===== src/rtl/dma_burst_mover.sv =====
// Single-burst DMA mover: AXI4 INCR read into a local buffer, then AXI4 INCR write of the same beats.
// Optional sticky response-error flag (ERR output) when DMA_BURST_ERR_EN is defined.
//
// state  | meaning
// -------+-------------------------------------------------
// IDLE   | waiting for BURST_REQ; request fields latched here
// AR     | read address presented until ARREADY
// R      | collecting LEN+1 read beats into the buffer
// AW     | write address presented until AWREADY
// W      | streaming the buffer out, WLAST on beat LEN
// B      | waiting for the write response
// DONE   | one-cycle BURST_DONE pulse, then back to IDLE
module dma_burst_mover #(
    parameter int ADDR_W = 32,
    parameter int DATA_W = 32,
    parameter int LEN_W  = 4
) (
    input  logic                clk,
    input  logic                rst,
    input  logic                BURST_REQ,
    input  logic [ADDR_W-1:0]   BURST_SRC,
    input  logic [ADDR_W-1:0]   BURST_DST,
    input  logic [LEN_W-1:0]    BURST_LEN,
    output logic                BUSY,
    output logic                BURST_DONE,
    output logic [ADDR_W-1:0]   ARADDR,
    output logic [LEN_W-1:0]    ARLEN,
    output logic [2:0]          ARSIZE,
    output logic [1:0]          ARBURST,
    output logic                ARVALID,
    input  logic                ARREADY,
    input  logic [DATA_W-1:0]   RDATA,
    input  logic [1:0]          RRESP,
    input  logic                RLAST,
    input  logic                RVALID,
    output logic                RREADY,
    output logic [ADDR_W-1:0]   AWADDR,
    output logic [LEN_W-1:0]    AWLEN,
    output logic [2:0]          AWSIZE,
    output logic [1:0]          AWBURST,
    output logic                AWVALID,
    input  logic                AWREADY,
    output logic [DATA_W-1:0]   WDATA,
    output logic [DATA_W/8-1:0] WSTRB,
    output logic                WLAST,
    output logic                WVALID,
    input  logic                WREADY,
    input  logic [1:0]          BRESP,
    input  logic                BVALID,
    output logic                BREADY
`ifdef DMA_BURST_ERR_EN
    ,
    output logic                ERR
`endif
);

    localparam int DEPTH = 2 ** LEN_W;
    localparam int CNT_W = LEN_W + 1;

    typedef enum logic [2:0] {
        S_IDLE,
        S_AR,
        S_R,
        S_AW,
        S_W,
        S_B,
        S_DONE
    } state_t;

    state_t             state_q, state_d;
    logic [ADDR_W-1:0]  src_q, dst_q;
    logic [LEN_W-1:0]   len_q;
    logic [CNT_W-1:0]   rcnt_q, wcnt_q;
    logic [DATA_W-1:0]  buf_mem [DEPTH];
    logic               r_hs, w_hs, r_last, w_last, req_accept;

    assign r_hs       = RVALID & RREADY;
    assign w_hs       = WVALID & WREADY;
    assign r_last     = (rcnt_q == {1'b0, len_q});
    assign w_last     = (wcnt_q == {1'b0, len_q});
    assign req_accept = (state_q == S_IDLE) & BURST_REQ;

    always_ff @(posedge clk) begin
        if (rst) begin
            state_q <= S_IDLE;
            src_q   <= '0;
            dst_q   <= '0;
            len_q   <= '0;
            rcnt_q  <= '0;
            wcnt_q  <= '0;
        end else begin
            state_q <= state_d;
            if (req_accept) begin
                src_q  <= BURST_SRC;
                dst_q  <= BURST_DST;
                len_q  <= BURST_LEN;
                rcnt_q <= '0;
                wcnt_q <= '0;
            end
            if (r_hs)
                rcnt_q <= rcnt_q + CNT_W'(1);
            if (AWVALID && AWREADY)
                wcnt_q <= '0;
            if (w_hs)
                wcnt_q <= wcnt_q + CNT_W'(1);
        end
    end

    // Buffer contents are don't-care after reset, so no reset term here.
    always_ff @(posedge clk) begin
        if (r_hs)
            buf_mem[rcnt_q[LEN_W-1:0]] <= RDATA;
    end

    always_comb begin
        state_d    = state_q;
        ARVALID    = 1'b0;
        RREADY     = 1'b0;
        AWVALID    = 1'b0;
        WVALID     = 1'b0;
        WLAST      = 1'b0;
        BREADY     = 1'b0;
        BURST_DONE = 1'b0;
        case (state_q)
            S_IDLE: if (BURST_REQ) state_d = S_AR;
            S_AR: begin
                ARVALID = 1'b1;
                if (ARREADY) state_d = S_R;
            end
            S_R: begin
                RREADY = 1'b1;
                // Beat count decides the end of the read; RLAST is not trusted.
                if (RVALID && r_last) state_d = S_AW;
            end
            S_AW: begin
                AWVALID = 1'b1;
                if (AWREADY) state_d = S_W;
            end
            S_W: begin
                WVALID = 1'b1;
                WLAST  = w_last;
                if (WREADY && w_last) state_d = S_B;
            end
            S_B: begin
                BREADY = 1'b1;
                if (BVALID) state_d = S_DONE;
            end
            S_DONE: begin
                BURST_DONE = 1'b1;
                state_d    = S_IDLE;
            end
            default: state_d = S_IDLE;
        endcase
    end

    // Fixed AXI fields are qualified by their VALID so every output reads 0 while idle.
    assign BUSY    = (state_q != S_IDLE);
    assign ARADDR  = src_q;
    assign ARLEN   = len_q;
    assign ARSIZE  = ARVALID ? 3'b010 : 3'b000;
    assign ARBURST = ARVALID ? 2'b01 : 2'b00;
    assign AWADDR  = dst_q;
    assign AWLEN   = len_q;
    assign AWSIZE  = AWVALID ? 3'b010 : 3'b000;
    assign AWBURST = AWVALID ? 2'b01 : 2'b00;
    assign WDATA   = WVALID ? buf_mem[wcnt_q[LEN_W-1:0]] : '0;
    assign WSTRB   = {(DATA_W/8){WVALID}};

`ifdef DMA_BURST_ERR_EN
    logic err_q;
    logic unused_resp;

    always_ff @(posedge clk) begin
        if (rst)
            err_q <= 1'b0;
        else if (req_accept)
            err_q <= 1'b0;
        else if ((r_hs && RRESP != 2'b00) || (BVALID && BREADY && BRESP != 2'b00))
            err_q <= 1'b1;
    end

    assign ERR         = err_q;
    assign unused_resp = RLAST;
`else
    logic unused_resp;
    assign unused_resp = ^{RRESP, BRESP, RLAST};
`endif

endmodule


===== config.mk =====
export PLATFORM = sky130hd
export DESIGN_NAME = dma_burst_mover
export DESIGN_NICKNAME = d
export VERILOG_FILES = /design/src/rtl/dma_burst_mover.sv
export SDC_FILE = /design/constraint.sdc
export NUM_CORES = 1
export LEC_CHECK = 0
export ABC_AREA = 0
export ABC_CLOCK_PERIOD_IN_PS = 5800
export CAP_MARGIN = 20
export CORE_UTILIZATION = 55
export DETAILED_ROUTE_END_ITERATION = 6
export PLACE_DENSITY = 0.87
export SYNTH_ARGS = -nofsm -noshare
export SYNTH_HDL_FRONTEND = slang
export SYNTH_SLANG_ARGS = --single-unit

===== constraint.sdc =====
create_clock -name clk -period 5.8 [get_ports clk]
set_input_delay 0.87 -clock clk [delete_from_list [all_inputs] [get_ports clk]]
set_output_delay 0.87 -clock clk [all_outputs]
set_load 0.1 [all_outputs]

==> impl_summary.log <==
[metrics] hold-fix buffers at CTS: 0
[metrics] total CTS buffers: 56
[metrics] Remaining Overflow, GRT: 0
[metrics] number of pins with negative max-slew slack in the final report: 0
[metrics] Slew @ Worst Pin: 1.114 ns
[metrics] Net Switching: 2.229 mW
[metrics] DRT antenna net count: 0
[metrics] Worst Hold Class: reg2reg
[metrics] clock latency at the later pin of the worst-skew pair: 0.63 ns
[metrics] worst voltage drop across the vdd grid: 297.3 µV
[metrics] post-route worst setup slack: roughly 1 ns
[metrics] met3 Use GR: 6.102%
[metrics] area enclosed by the die boundary: about 0.042 mm²
[metrics] number of distinct standard cells referenced by the synthesized netlist: 45
[metrics] Cell Rows: 74
[metrics] final routed DRC violation total: 0
[metrics] total clock sinks: 597
[metrics] CTS H-Tree Depth: 2
[metrics] post-cts gate resize count: 0
[metrics] x dimension of the die: around 200 µm
[metrics] WL/cell: around 27 µm
[metrics] element type at the critical path end: primary output
[metrics] total via count after detailed routing: 12,450
[metrics] wire length after detailed routing: ~55,000 µm
[metrics] largest net degree at the start of global routing: 77
[metrics] cell count after placement: 1,924
[metrics] data arrival time at the worst-slack endpoint: 3.90 ns
[metrics] grt met2 use: 45.35%
[metrics] per-instance average area after synthesis: 18.76 µm²
[metrics] Highest Clock Rate: 209.6 MHz
[metrics] Finished Layout Cells: 2,029
[metrics] portion of total power attributed to sequential cells: 50.7%
[metrics] maximum fanout encountered on the critical timing path: 30
[metrics] sequential fraction of the synthesis area: around 74%
[metrics] height of the die: 206.1 µm
[metrics] number of global-route vias before repair: 12,780
[metrics] post-detail-place hpwl: 29,780 µm
[metrics] total number of nets in the final design: 1,568
[metrics] proportion of power drawn by the clock network: 40.9%
[metrics] wire length of the first global-routing pass: 79,950 µm
[metrics] worst hold slack across all endpoints: 0.4515 ns
[metrics] TritonCTS clock tree: built
[metrics] quantity of I/O buffers inserted on ports: roughly 230
[metrics] Min Clock Period, post-route: roughly 4.8 ns
[metrics] Required @ worst endpoint: 4.93 ns
[metrics] Most used DFF post-synth: edfxtp_1
[metrics] Hold Fails Final Rpt: 0
[metrics] Overall Power: 9.352 mW
[metrics] design internal power: between 7 and 8 mW
[metrics] total global-route track usage: 26.34%
[metrics] proportion of layout cells with a drive suffix above 1: 17.99%
[metrics] unrepaired setup endpoints after global routing: false
[metrics] Period Utilization, post-route: between 80% and 90%
[metrics] setup_tns: 0 ns
[metrics] count of filler cells inserted in the layout: 2,532
[metrics] Async SR Flop Fraction: 0%
[metrics] initial DRC count: 1,117
[metrics] number of flops mapped to enable cells by yosys: 512
[metrics] part of the power in combinational logic: 8.4%
[metrics] initial antenna violation count: 5
[metrics] Post CTS Setup Buffer Count: 0
[metrics] power density normalized to cell area: 338.5 mW/mm²
[metrics] num ports: 239
[metrics] outcome: completed
[metrics] register bit total from synthesis: 597
[metrics] CTS Root Cell: clkbuf_16
[metrics] GRT busiest layer: met2
[metrics] clk_skew: 0.03306 ns
[metrics] pre-CTS setup slack: 1.644 ns
[metrics] vias per cell: between 6 and 7
[metrics] Synthesis Warnings: 0
[metrics] met1 Use GR: approximately a third
[metrics] Slew Limit Headroom: 25.49%
[metrics] Post-Synthesis Cells: about 1,200
[metrics] area added between synthesis and finish: 20.51%
[metrics] clock-pin slew reported for the worst setup and hold paths after clock tree synthesis: 0.07 ns
[metrics] Netlist Area Pre-Place: between 0.02 and 0.025 mm²
[metrics] buffers from clock root to sink, at most: 3
[metrics] number of search-and-repair iterations in the first detailed-routing pass: 5
[metrics] count of final setup violators: 0
[metrics] routability-driven placement congestion ratio: 0.7826
[metrics] Core Box Area: 0.04092 mm²
[metrics] starting utilization of the core area: 56.01%
[metrics] switching power share of the total: a little under a quarter
[metrics] cell leakage power: 8.569 nW
[metrics] critical path startpoint category: flop
[metrics] type of the worst setup path: reg2out
[metrics] number of max-cap violations: 0
per-stage QoR:
stage          util [%]  instance area [µm²]
2_1_floorplan         -                22940
3_3_place_gp      62.66                25640
6_report          67.50                27620
5_1_grt           67.49                27620
3_5_place_dp      62.77                25690
4_1_cts           67.49                27620
cells by family after synthesis:
group | count (synthesis) | synth area share [%]
simple gates | 194 | 3.592
flops | 597 | 74.50
xor+xnor | 12 | 0.4585
compound gates | 119 | 2.964
other cells | 1 | 0.01636
buf+inv | 99 | 2.686
fa+ha+maj | 5 | 0.2729
mux | 195 | 15.51
worst paths after layout:
path / end / cells after the start / from / slack, ns
worst max-delay path: WDATA[25] / 5 / flop / 1.03
worst min-delay path: AWADDR[23]$_SDFFE_PP0P_ / 2 / AWADDR[23]$_SDFFE_PP0P_ / 0.45
worst max register to register: buf_mem[12][10]$_DFFE_PP_ / 4 / state_q[1]$_SDFFE_PP0P_ / 3.01
worst min register to register: AWADDR[23]$_SDFFE_PP0P_ / 2 / AWADDR[23]$_SDFFE_PP0P_ / 0.45
area by class of cell:
type	instances	area, µm²	share of cell area, %
flip-flops and latches	597	17090	61.86
clock inverters	35	420.4	1.522
multi-input cells	531	5360	19.40
diodes	2	5.005	0.01812
repair buffers	257	2550	9.231
inverters	7	26.28	0.09512
well taps	532	665.6	2.410
clock buffers	68	1509	5.462
critical path: stages, from the launching register on:
cell             delay, ns
dfxtp_4               0.79
buf_4                 0.53
mux4_2                0.58
mux2i_1               0.21
o22ai_1               0.15
clkdlybuf4s50_1       1.01
power by group through the flow:
stage | sequential, mW | clock [mW] | combinational, mW
4_1_cts | 4.74 | 3.86 | 0.785
2_1_floorplan | 5.11 | 0 | 0.264
3_5_place_dp | 4.83 | 0 | 0.781
5_1_grt | 4.74 | 4.00 | 0.818
6_report | 4.74 | 3.83 | 0.786
3_3_place_gp | 4.83 | 0 | 0.763
cell usage after synthesis, types with 14 or more instances:
| library cell | count | area share, % |
|---|---|---|
| dfxtp_1 | 85 | 7.4 |
| a21oi_1 | 73 | 1.6 |
| mux2i_1 | 65 | 2.8 |
| edfxtp_1 | 512 | 67 |
| clkbuf_1 | 20 | 0.33 |
| nand2_1 | 143 | 2.3 |
| buf_4 | 28 | 0.92 |
| nor2_1 | 16 | 0.26 |
| o22ai_1 | 33 | 0.90 |
| mux4_2 | 128 | 13 |
| buf_6 | 14 | 0.69 |
| buf_2 | 26 | 0.57 |
layer usage:
layer,wire (µm),vias to the layer above
met2,28620,725
met3,5053,115
met4,1542,8
li1,-,5266
met5,46,-
met1,20150,6336
flip-flops by register name, indices dropped and copies added (netlist names), named ones only:
register,cells
ARLEN,4
ARADDR,32
AWADDR,32
wcnt_q,5
state_q,3
buf_mem,512
rcnt_q,5
cell usage in the layout (no fill, tap or decap), types with 6 or more instances in the layout:
master,synthesis,routed
a21oi_1,73,73
buf_4,28,26
bufinv_16,0,8
clkbuf_1,20,8
clkbuf_16,0,58
clkdlybuf4s50_1,0,226
clkinv_1,0,12
clkinv_2,0,6
conb_1,1,6
dfxtp_1,85,82
edfxtp_1,512,512
inv_1,7,7
mux2i_1,65,65
mux4_2,128,128
nand2_1,143,142
nor2_4,1,12
nor3_1,11,7
o22ai_1,33,33
xor2_1,7,7
Note: power is estimated with default switching activity, not from simulation.
